<file path="config.mk">
export PLATFORM = sky130hd
export DESIGN_NAME = rx_inst_queue
export DESIGN_NICKNAME = d
export VERILOG_FILES = /design/src/rtl/rx_inst_queue.sv
export SDC_FILE = /design/constraint.sdc
export NUM_CORES = 1
export LEC_CHECK = 0
export ABC_AREA = 1
export BUFFER_PORTS_ARGS = -buffer_cell sky130_fd_sc_hd__buf_2
export CAP_MARGIN = 15
export CORE_MARGIN = 1.5
export CORE_UTILIZATION = 40
export CTS_CLUSTER_DIAMETER = 100
export CTS_CLUSTER_SIZE = 10
export DETAILED_ROUTE_END_ITERATION = 10
export PLACE_DENSITY_LB_ADDON = 0.05
export SYNTH_ARGS = -nofsm -noshare
export SYNTH_HDL_FRONTEND = slang
export SYNTH_SLANG_ARGS = --single-unit
</file>
<file path="constraint.sdc">
create_clock -name clk -period 2.6 [get_ports clk]
set_input_delay 0.52 -clock clk [delete_from_list [all_inputs] [get_ports clk]]
set_output_delay 0.52 -clock clk [all_outputs]
set_load 0.1 [all_outputs]
</file>
<file path="src/rtl/rx_inst_queue.sv">
// rx_inst_queue: buffers UART RX bytes in a FIFO and issues them one at a
// time to the sequencer, pacing issue around the UART transmitter.
//
// Ports:
//   clk, rst_n      clock; synchronous active-low reset
//   i_rx_data/valid received byte and its one-cycle strobe
//   i_tx_busy       UART transmitter busy; blocks the next issue
//   i_hold          level; pauses issue while the FIFO keeps filling
//   o_inst/valid    registered instruction and its one-cycle issue strobe
//   o_count         occupancy; o_empty / o_full derived from it
//   o_overflow      sticky; a byte was dropped on a full FIFO
//
// Optional feature macro: RXQ_CMD_FLUSH_EN (byte 0xFF flushes the FIFO).

module rx_inst_queue #(
    parameter int DEPTH   = 8,
    parameter int INST_W  = 8,
    parameter int GAP_CYC = 4
) (
    input  logic                       clk,
    input  logic                       rst_n,
    input  logic [7:0]                 i_rx_data,
    input  logic                       i_rx_valid,
    input  logic                       i_tx_busy,
    input  logic                       i_hold,
    output logic [INST_W-1:0]          o_inst,
    output logic                       o_inst_valid,
    output logic [$clog2(DEPTH+1)-1:0] o_count,
    output logic                       o_empty,
    output logic                       o_full,
    output logic                       o_overflow
);

    localparam int PW = $clog2(DEPTH);
    localparam int CW = $clog2(DEPTH + 1);
    localparam int GW = $clog2(GAP_CYC + 1);

    localparam logic [CW-1:0] FULL_C = CW'(DEPTH);
    localparam logic [GW-1:0] GAP_LD = GW'(GAP_CYC - 1);

    typedef enum logic [1:0] {
        S_IDLE = 2'd0,
        S_GAP  = 2'd1,
        S_WAIT = 2'd2
    } state_t;

    state_t            r_state;
    state_t            w_next;

    logic [INST_W-1:0] r_mem [DEPTH];
    logic [PW-1:0]     r_wr_ptr;
    logic [PW-1:0]     r_rd_ptr;
    logic [PW-1:0]     w_wr_idx;
    logic [CW-1:0]     r_count;
    logic [GW-1:0]     r_gap;
    logic [INST_W-1:0] r_inst;
    logic              r_inst_valid;
    logic              r_overflow;

    logic              w_empty;
    logic              w_full;
    logic              w_cmd;
    logic              w_flush;
    logic              w_push;
    logic              w_drop;
    logic              w_issue;

    assign w_empty = (r_count == '0);
    assign w_full  = (r_count == FULL_C);

`ifdef RXQ_CMD_FLUSH_EN
    logic r_flush;

    // 0xFF is a command, not data: it requests a flush on the next edge.
    assign w_cmd   = i_rx_valid && (i_rx_data == 8'hFF);
    assign w_flush = r_flush;

    always_ff @(posedge clk) begin
        if (!rst_n) r_flush <= 1'b0;
        else        r_flush <= w_cmd;
    end
`else
    assign w_cmd   = 1'b0;
    assign w_flush = 1'b0;
`endif

    // Full is judged on the count before any same-cycle pop.
    assign w_push = i_rx_valid && !w_cmd && !w_full;
    assign w_drop = i_rx_valid && !w_cmd && w_full;

    // A push landing on a flush edge becomes the first entry of the new FIFO.
    assign w_wr_idx = w_flush ? '0 : r_wr_ptr;

    // FSM: state register
    always_ff @(posedge clk) begin
        if (!rst_n) r_state <= S_IDLE;
        else        r_state <= w_next;
    end

    // FSM: next state
    always_comb begin
        w_next = r_state;
        case (r_state)
            S_IDLE:  if (w_issue)       w_next = S_GAP;
            S_GAP:   if (r_gap == '0)   w_next = S_WAIT;
            S_WAIT:  if (!i_tx_busy)    w_next = S_IDLE;
            default:                    w_next = S_IDLE;
        endcase
    end

    // FSM: outputs
    always_comb begin
        w_issue = 1'b0;
        if (r_state == S_IDLE && !w_empty && !i_tx_busy && !i_hold)
            w_issue = 1'b1;
    end

    always_ff @(posedge clk) begin
        if (!rst_n) begin
            r_gap <= '0;
        end else if (w_issue) begin
            r_gap <= GAP_LD;
        end else if (r_state == S_GAP && r_gap != '0) begin
            r_gap <= r_gap - GW'(1);
        end
    end

    always_ff @(posedge clk) begin
        if (!rst_n) begin
            r_inst       <= '0;
            r_inst_valid <= 1'b0;
        end else begin
            r_inst_valid <= w_issue;
            if (w_issue) r_inst <= r_mem[r_rd_ptr];
        end
    end

    always_ff @(posedge clk) begin
        if (w_push) r_mem[w_wr_idx] <= i_rx_data[INST_W-1:0];
    end

    // Flush overrides the pop of the same edge; the issue itself still occurs.
    always_ff @(posedge clk) begin
        if (!rst_n) begin
            r_wr_ptr <= '0;
            r_rd_ptr <= '0;
            r_count  <= '0;
        end else if (w_flush) begin
            r_rd_ptr <= '0;
            r_wr_ptr <= w_push ? PW'(1) : '0;
            r_count  <= w_push ? CW'(1) : '0;
        end else begin
            if (w_push)  r_wr_ptr <= r_wr_ptr + PW'(1);
            if (w_issue) r_rd_ptr <= r_rd_ptr + PW'(1);
            case ({w_push, w_issue})
                2'b10:   r_count <= r_count + CW'(1);
                2'b01:   r_count <= r_count - CW'(1);
                default: r_count <= r_count;
            endcase
        end
    end

    always_ff @(posedge clk) begin
        if (!rst_n)      r_overflow <= 1'b0;
        else if (w_drop) r_overflow <= 1'b1;
    end

    assign o_inst       = r_inst;
    assign o_inst_valid = r_inst_valid;
    assign o_count      = r_count;
    assign o_empty      = w_empty;
    assign o_full       = w_full;
    assign o_overflow   = r_overflow;

endmodule

</file>
# After elaboration in Yosys (flattened, before gate mapping)
# Memories as Yosys holds them, arrays and structs flattened. A register that Yosys moved wholly into a read port is not among the register bits.
# Cells that the tools add are included.
# W data, S select, Z words.
[op_classes]
n_addsub = 5
n_mul = 0
div_mod_pow = 0
order_cmp = 0
n_eq_ne = 8
shift = 0
muxes = 10
bitwise_logic = 1
reduce_logical = 19
[op_table]
columns = ["operator", "n"]
rows = [
  ["$mux W2", 5],
  ["$pmux W4 S2", 1],
  ["$add A3 B1 Y3 const B", 2],
  ["$logic_and A1 B1 Y1", 6],
  ["$ne A2 B2 Y1 const B", 3],
  ["$pmux W2 S3", 1],
  ["$logic_not A1 Y1", 5],
  ["$add A4 B1 Y4 const B", 1],
  ["$eq A2 B1 Y1 const B", 2],
  ["$eq A2 B2 Y1 const B", 2],
  ["$eq A4 B4 Y1 const B", 1],
  ["$logic_not A4 Y1", 1],
  ["$reduce_bool A2 Y1", 2],
  ["$sub A4 B1 Y4 const B", 1],
  ["$logic_not A3 Y1", 1],
  ["$mux W1", 3],
  ["$reduce_and A3 Y1", 1],
  ["$reduce_bool A3 Y1", 1],
  ["$sub A3 B1 Y3 const B", 1],
  ["$logic_not A2 Y1", 1],
  ["$reduce_or A2 Y1", 1],
  ["$not A1 Y1", 1],
]
[word_totals]
register_bits = 17
latch_bits = 0
ramBits = 64
mem_bits_ro = 0
inputBits = 13
out_inout_bits = 16
wordCells = 52
mem_count = 1
[memory_table]
columns = ["memory", "words", "word_bits", "rd", "rd_clocked_by_memory_dff", "wr", "line", "text"]
rows = [
  ["r_mem", 8, 8, 1, 1, 1, "50", "logic [INST_W-1:0] r_mem [DEPTH];"],
]

# Longest topological paths before layout
# Gate-level depths: netlist (run 1).
[depth]
ltp_word = 8
ltp_mapped = 15
ltp_nobuf = 15

# Least setup slack after synthesis (run 1)
# No wires, ideal clock.
[synth_timing]
path_type = "register to output"
from = "reg r_count[3], in the netlist o_count[3]"
to = "out o_full"
t_arrival_ps = 2533
t_required_ps = 2080
path_slack_ps = -453
stages_incl_launch_ff = 3
n_path_buf = 0
cell_sequence = "dfxtp_1 > inv_1 > nor2_1"
[synth_via]
elab_chain_len = 1
[synth_lines]
columns = ["element", "line", "text"]
rows = [
  ["start: declaration", "54", "logic [CW-1:0] r_count;"],
  ["start signal: assignment", "151", "r_count <= w_push ? CW'(1) : '0;"],
  ["start signal: assignment", "156", "2'b10: r_count <= r_count + CW'(1);"],
  ["start signal: assignment", "157", "2'b01: r_count <= r_count - CW'(1);"],
  ["$eq A4 B4 Y1", "69", "assign w_full = (r_count == FULL_C);"],
  ["end: declaration", "30", "output logic o_full,"],
]
# No other way between the ends.

# Final worst setup path (run 1)
[layout_timing]
from = "reg r_count[0], in the netlist o_count[0]"
to = "reg r_count[2], in the netlist o_count[2]"
[layout_via]
elab_chain_len = 8
word_cells_on_any_way = 15
classes_between = "add/sub (2); eq/ne (3); mux (2); reduce/logical (8)"
[layout_lines]
columns = ["element", "line", "text"]
rows = [
  ["$logic_not A4 Y1 *", "68", "assign w_empty = (r_count == '0);"],
  ["$logic_not A1 Y1 *", "114", "if (r_state == S_IDLE && !w_empty && !i_tx_busy && !i_hold)"],
  ["$logic_and A1 B1 Y1 * (3 in a row)", "114", ""],
  ["$mux W1 *", "114", ""],
  ["net w_issue", "66", "logic w_issue;"],
  ["$eq A2 B1 Y1 or $eq A2 B2 Y1 (tied branches)", "155", "case ({w_push, w_issue})"],
  ["$pmux W4 S2 or $reduce_bool A2 Y1 (tied branches)", "-", ""],
]
# Mark *: on every way through the listed nets, which the timed path passes. The rest lies on a longest branch.
# A chain may end at the register's enable or synchronous reset.

==> summary.md, run 1 <==
The flow ran to the end, and the final reports show no timing, DRC or antenna violations. IR analysis of the VDD net gives a maximum drop of 320 µV. In this run the count of I/O pins placed on the die edge is 29.

Cell count after placement: 486. Setup repair after global routing left no endpoint under its margin. The run gives 7970 µm as the total wirelength of the detailed-routed design.

For the total via count in the routed design, the log shows 2465. The initial utilization of the core area, before any placement, comes to 40.8%. Routability-driven placement finished with a final weighted congestion of 0.750. Number of non-filler instances in the completed layout: 502.

Setup total negative slack on the finished layout was measured at 0 ps. For the count of nets left with antenna violations after detail routing, the log shows 0. Kind of start point of the critical path: a flip-flop. The run gives 0 as the number of maximum-capacitance constraint violations. Counting the buffers created by CTS gives 9. For the final worst slack, the log shows 518 ps. For this design, the CTS-stage hold fixing added 0 buffers.

The placed instances occupy a cell area of 3990 µm². In this run the worst path has a maximum fanout of 14. The floorplan step set the die width to 99.6 µm. The synthesized area per cell is 10.6 µm².

The tools report the clock tree root buffer cell as clkbuf_8. The HPWL after detailed placement is 4930 µm. The die covers 9920 µm².

Before CTS, the worst setup slack after placement is 340 ps. The logs give 2370 for the via count of the first global-routing pass and 73 for the DRC violation total after the first TritonRoute iteration. Clock-pin slew was measured on the worst setup and hold paths at 90 ps. The logs give 0 for the number of antenna violations at the first check in global routing and 38.9% for the worst max-slew margin expressed relative to the limit. The transition time at the pin with the least slew margin is 913 ps.

The first-pass iteration count of the detailed router was 4; the count of buffers from port buffering was 28. The number of setup buffers added after CTS is 0. STA puts the critical path data required time at 2840 ps. Synthesis produced a netlist with a net count of 373. After synthesis the netlist holds a flip-flop and latch count of 89. The tools report the floorplan row count as 35.

The most frequently used cell type in the post-synthesis netlist was nor2_1. The post-route netlist has 19.7% of its cells at a drive strength greater than 1. In the final routed layout, each cell accounts on average for 15.9 µm. The setup path with the least slack is of type flip-flop to flip-flop.

The final number of max-transition violations is 0. The run gives 26 as the distinct cell type count of the synthesized netlist. Number of sinks driven by the clock tree: 89.

The overall routing resource usage is 17.4%. For this design the ratio of total power to cell area is 759 nW/µm². The commonest cells after synthesis are nor2_1, edfxtp_1, o21ai_0, nand2_1, nand3_1.

Between clock sinks in the finished design, the worst skew comes to 9.64 ps. 0 antenna diodes ended up in the layout. The logs give 12900 µm for the wire length of the first global-routing pass and 9150 µm² for the placeable core region. Timing would allow up to 480 MHz. Sorting the synthesized cells by area gives the leading types as edfxtp_1, dfxtp_1, nor2_1. The most used flip-flop cell after synthesis is edfxtp_1.

Measured along the y axis, the die boundary spans 99.6 µm. The area growth from synthesis to layout is 12.2%, and the register area share after synthesis is 64.9%. edfxtp_1 takes more of the synthesized area than any other cell. The run gives 435 ps as the worst hold margin. The number of synthesized flops with an enable pin was 64; the source-to-sink clock delay at the later pin of the worst-skew pair was 350 ps. The number of standard cells after synthesis is 353, and the area fraction of the dominant cell type after synthesis is 51.5%. Measured on the finished design, the core utilization comes to 45.7%. The count of final hold-check violations is 0, and the async set-reset flop share out of synthesis is 0%.

Fill cells in the final layout number 866. The final layout net count is 406, and the post-layout minimum cycle time is 2080 ps. Dividing the detail-routed via count by the number of cells gives 4.91. After layout, the design draws a total of 3.18 mW. The run gives 35 as the pin count of the biggest net entering global routing.

The worst setup path is captured at a flip-flop. TritonCTS built the clock tree. In the routed design, unresolved DRC markers number 0. Summing all non-filler instances in the final layout gives an area of 4190 µm².

Static power due to leakage: 1.64 nW. For the number of warnings issued by yosys, the log shows 0. The worst hold path belongs to the class input port to flip-flop. Data arrives at the worst endpoint at 2320 ps.

The final-report setup violation count came out at 0. The logs give 3 for the number of H-tree levels and 520 ps for the register-to-register path setup slack. The clock passes through at most 2 buffers.

Of the available clock period, the critical path in the final layout requires 80.1%. The synthesized netlist occupies a cell area of 3730 µm². Global routing finished with a remaining overflow of 0. The total of cells resized after clock tree synthesis came out at 0.
logic make-up after synthesis:
logic type	Yosys count	share of synthesized area [%]
AOI/OAI and AO/OA	56	7.61
xor gates and xnor gates	3	0.704
adders and majority gates	7	2.35
buffers and inverters	41	5.13
DFF	89	64.9
and+or+nand+nor	157	19.3
routing by layer:
metal	up-vias	part of all wire (%)	global-route usage, %
met4	0	1.2	5.31
met3	9	3.3	3.87
met2	40	47	28.5
li1	1255	-	-
met5	-	0	0
met1	1161	48	23.3
critical path: stages (launching register included):
cell and delay [ps]:
dfxtp_2 350, nor2_2 150, nand2_4 90, nor2_4 120
inv_2 50, nand2_4 150, inv_1 100, ha_1 230
nand2_1 80, nand2_1 70, ha_1 170, a21oi_1 140
xnor2_1 90, o21ai_0 140, inv_1 50
report_power, final:
part	switching [mW]	internal (mW)	leakage [nW]
combinational	0.465	0.135	0.749
clock	0.478	0.474	0.101
sequential	0.0407	1.58	0.787
cell type report:
cell class	count	area (µm²)	share of cell area, %
Multi-Input combinational cell	223	1120	26.8
Clock inverter	4	52.6	1.26
Tap cell	111	139	3.32
Timing Repair Buffer	36	200	4.78
Clock buffer	12	145	3.47
Sequential cell	89	2430	58.0
Inverter	27	101	2.42
cells in the final DEF, fill, tap and decap left out, drive strengths merged:
cell type / n
nor2: 81
or2: 2
edfxtp: 64
dfxtp: 25
clkinv: 3
xnor2: 1
nand3: 35
inv: 27
xor2: 2
nand2: 38
o21ai: 41
bufinv: 1
a21oi: 15
clkbuf: 12
ha: 7
nor3: 1
buf: 36
state kept, by name, summed over array words and instances, names as in the netlist:
register and cells:
r_gap 3, r_rd_ptr 3, r_mem 64, o_count 4, o_inst 8, o_inst_valid 1
o_overflow 1, r_wr_ptr 3, r_state 2
worst paths after layout:
kind	start	endpoint	cells past startpoint
setup reg to reg	o_count[0]	o_count[2]	14
hold reg to reg	o_overflow	o_overflow	2
setup / recovery	o_count[0]	o_count[2]	14
hold / removal	i_rx_data[7]	r_mem[0][7]	1
(Power assumes the default switching activity.)
==> run 2: changes to the inputs <==
--- a/config.mk
+++ b/config.mk
@@ -5,7 +5,7 @@
 export SDC_FILE = /design/constraint.sdc
 export NUM_CORES = 1
 export LEC_CHECK = 0
-export ABC_AREA = 1
+export ABC_AREA = 0
 export BUFFER_PORTS_ARGS = -buffer_cell sky130_fd_sc_hd__buf_2
 export CAP_MARGIN = 15
 export CORE_MARGIN = 1.5
==> constraint.sdc (replaced) <==
create_clock -name clk -period 1.9 [get_ports clk]
set_input_delay 0.38 -clock clk [delete_from_list [all_inputs] [get_ports clk]]
set_output_delay 0.38 -clock clk [all_outputs]
set_load 0.1 [all_outputs]
==> run 2 against run 1 <==
  * The run now ends with negative setup slack left
  * Sequential power up 39%
  * Register-to-register slack got worse by 800 ps
  * Sequential share of layout area is 1.9 points lower
  * Critical path depth decreased by 8
  * Critical path type is now flip-flop to primary output
  * Critical endpoint is now o_empty
  * Largest power group unchanged
==> summary.md, run 2 <==
The remaining global-route overflow is 0 (unchanged), and the post-layout minimum cycle time is 2180 ps. The tools report the total wirelength of the detailed-routed design as 6600 µm (-17%). The tools report the final number of max-transition violations as 0 (unchanged). The overall routing resource usage is 15.2% (-2.2 points). The synthesized area per cell was 15.4 µm² (+46%). The kind of start point of the critical path was a flip-flop. The number of antenna violations at the first check in global routing is 0 (unchanged). Number of warnings issued by yosys: 0 (unchanged).

The number of flip-flops under the largest register name is 64 (unchanged), and the timing-limited maximum frequency is 459 MHz. The largest stage delay on the critical path was 530 ps (+180 ps). On the critical path, the stage with the largest delay is an instance of or4_4. The area growth from synthesis to layout came out at 21.5%. The register with the most flip-flops in the final layout is r_mem. The critical path goes through or4_4 > buf_4 > buf_6 > buf_6 > inv_2 > buf_12.

The count of final hold-check violations was 0 (unchanged). Summed over all instances, the cell type with the most area after synthesis is edfxtp_1. The run gives 27 (-23%) as the pin count of the biggest net entering global routing. The run gives 4 (unchanged) as the first-pass iteration count of the detailed router. The logs give 3580 µm² (-4.1%) for the area of the mapped netlist and 2034 (-14%) for the via count of the first global-routing pass. In this run the worst hold path is classified as input port to flip-flop. The number of buffers created by CTS was 9 (unchanged). The tools report the critical path capture point type as a primary output. The number of flip-flops and latches in the synthesized netlist is 89 (unchanged), and the HPWL after detailed placement is 4150 µm (-16%). The source-to-sink clock delay at the later pin of the worst-skew pair came out at 340 ps (about the same). The net count after synthesis was 252 (-32%); the number of synthesized flops with an enable pin was 64 (unchanged). The summed negative setup slack over all endpoints was -927 ps (-927 ps); the critical path required time was 1520 ps (-1320 ps).

The final-report setup violation count came out at 6 (+6). Per-cell routed wire length: 16.5 µm (+4.0%). The count of buffers from port buffering is 28 (unchanged). The transition time at the pin with the least slew margin is 568 ps (-345 ps).

The antenna cell count is 0 (unchanged). For the number of standard cells after synthesis, the log shows 232 (-34%). The top cell types in the final layout, fill and taps aside, are edfxtp_1, buf_2, buf_4. Leading cell type in the layout, fill and taps excluded: edfxtp_1.

For the number of remaining DRC errors, the log shows 0 (unchanged). Filler cell count: 775 (-11%). The maximum clock insertion buffer count is 2 (unchanged), and the wire length on met2 is 3460 µm (-7.7%). The critical path buffer and inverter count came out at 5 (+2).

The clock transition time at the flip-flop clock pins of the worst setup and hold paths was 90 ps (about the same). The worst path uses 115% of the clock period. For the worst max-slew margin expressed relative to the limit, the log shows 62.0% (+23 points).

The tools report the static power due to leakage as 1.54 nW (-6.1%). Async set-reset flop share out of synthesis: 0% (unchanged). TritonCTS built the clock tree. Register-to-register path setup slack: -280 ps (-800 ps). The most common cell in the synthesized netlist is edfxtp_1. The wire length of the first global-routing pass was 10800 µm (-17%).

Setup repair after global routing could not meet its margin everywhere. The maximum fanout along the worst path is 3 (-11), and the final worst slack is -279 ps (-797 ps). The commonest cells after synthesis are edfxtp_1, dfxtp_1, nand2_1, mux4_2, o21ai_1. The tools report the distinct cell type count of the synthesized netlist as 41 (+58%).

The effective utilization at floorplan was 41.2% (+0.48 points); the number of maximum-capacitance constraint violations was 0 (unchanged). The run finished, with violations left. The critical path start-end classification is flip-flop to primary output. The I/O pin count was 29 (unchanged); the area of the die was 9530 µm² (-3.9%).

The die span in x came out at 97.6 µm (-2.0%). The die span in y was 97.6 µm (-2.0%); the total met3 wirelength after detailed routing was 191 µm (-28%). The number of sinks driven by the clock tree came out at 89 (unchanged).

The cell with the most instances on the worst path was buf_6. The final reports fail on negative setup slack. Clock tree root buffer cell: clkbuf_8. The number of H-tree levels is 3 (unchanged), and the worst clock skew is 11.9 ps (+2.25 ps). For the register area share after synthesis, the log shows 67.7% (+2.7 points).

For the count of nets left with antenna violations after detail routing, the log shows 0 (unchanged). For the hold-fix buffer count after cts, the log shows 0 (unchanged). In the post-synthesis netlist, the biggest area contributors are edfxtp_1, dfxtp_1, mux4_2. Routed metal-1 wire length: 2920 µm (-25%). The kind of cell adding the most delay to the critical path was buffers and inverters. The routability congestion estimate from global placement came out at 0.665 (-11%). The ratio of cells with drive above 1 in the final layout is 38.0% (+18 points), and the maximum VDD drop is 476 µV (+49%).

After detailed routing, no signal wire sits above met4. The power density over the cells works out to 1110 nW/µm² (+47%). In the synthesized netlist the dominant register cell turns out to be edfxtp_1. The final layout net count is 307 (-24%).

The data arrival time of the worst path is 1800 ps (-520 ps), and the area fraction of the dominant cell type after synthesis is 53.7% (+2.2 points). The floorplan row count came out at 34 (-2.9%). The number of vias per cell after detailed routing is 4.96 (+1.0%), and the total power is 4.84 mW (+52%). The placeable core region came out at 8680 µm² (-5.2%). The DRC violation total after the first TritonRoute iteration was 155 (+110%). The tools report the total via count in the routed design as 1984 (-20%).
==> run 2: cell types whose count changed in the layout (fill, tap and decap cells not counted), sizes merged, moves of 12 or more <==
cell,before,now
nand3,35,4
o21ai,41,12
nor2,81,5
buf,36,57
inv,27,9
a21oi,15,3
nand2,38,23
mux4,0,16
==> run 2: area by class of cell <==
type                            count  area (µm²)  share of cell area (%)
Sequential cell                    89        2440                    56.1
Multi-Input combinational cell    124        1140                    26.2
Timing Repair Buffer               57         428                    9.84
Clock buffer                       10         138                    3.17
Tap cell                          108         135                    3.11
Clock inverter                      6        47.5                    1.09
Inverter                            6        25.0                   0.576
==> run 2: worst paths after layout <==
check | cells past startpoint | to | startpoint
worst max-delay path | 6 | o_empty | o_count[3]
worst min-delay path | 1 | r_mem[6][0] | i_rx_data[0]
worst max register to register | 9 | o_count[2] | o_count[3]
worst min register to register | 2 | o_overflow | o_overflow
==> run 2: power breakdown <==
group | switching, mW | internal, mW
clock | 0.678 | 0.526
sequential | 0.0605 | 2.20
combinational | 0.861 | 0.516
==> run 2: per-stage QoR <==
stage	instances	hold slack (ps)	area, µm²	worst slack (ps)	utilization [%]
after floorplan	232	479	3660	-729	-
after global placement	379	465	4080	-292	47.0
after detailed placement	379	476	4080	-310	47.0
after CTS	399	279	4340	-311	50.0
after global routing	400	290	4350	-383	50.1
final	400	298	4350	-279	50.1
==> run 2: routing by layer <==
metal,up-vias,global-route usage (%)
met5,-,0
met4,0,6.26
met3,2,3.24
met2,28,26.2
met1,967,18.6
li1,987,-
==> run 2: cell families (layout without fill, tap and decap cells) <==
kind of cell | Yosys count | count (layout) | share of synthesized area, %
adders and majority gates | 7 | 7 | 2.45
DFF | 89 | 89 | 67.7
and+or+nand+nor | 60 | 60 | 9.02
buffers and inverters | 19 | 79 | 3.04
muxes | 19 | 19 | 10.9
xor gates and xnor gates | 8 | 8 | 1.96
AOI/OAI and AO/OA | 30 | 30 | 4.96
==> run 2: repair_timing <==
action,4_1_cts,5_1_grt
pin swaps,3,1
setup buffers,4,1
resized for setup,9,1
endpoints found under the setup margin,30,6
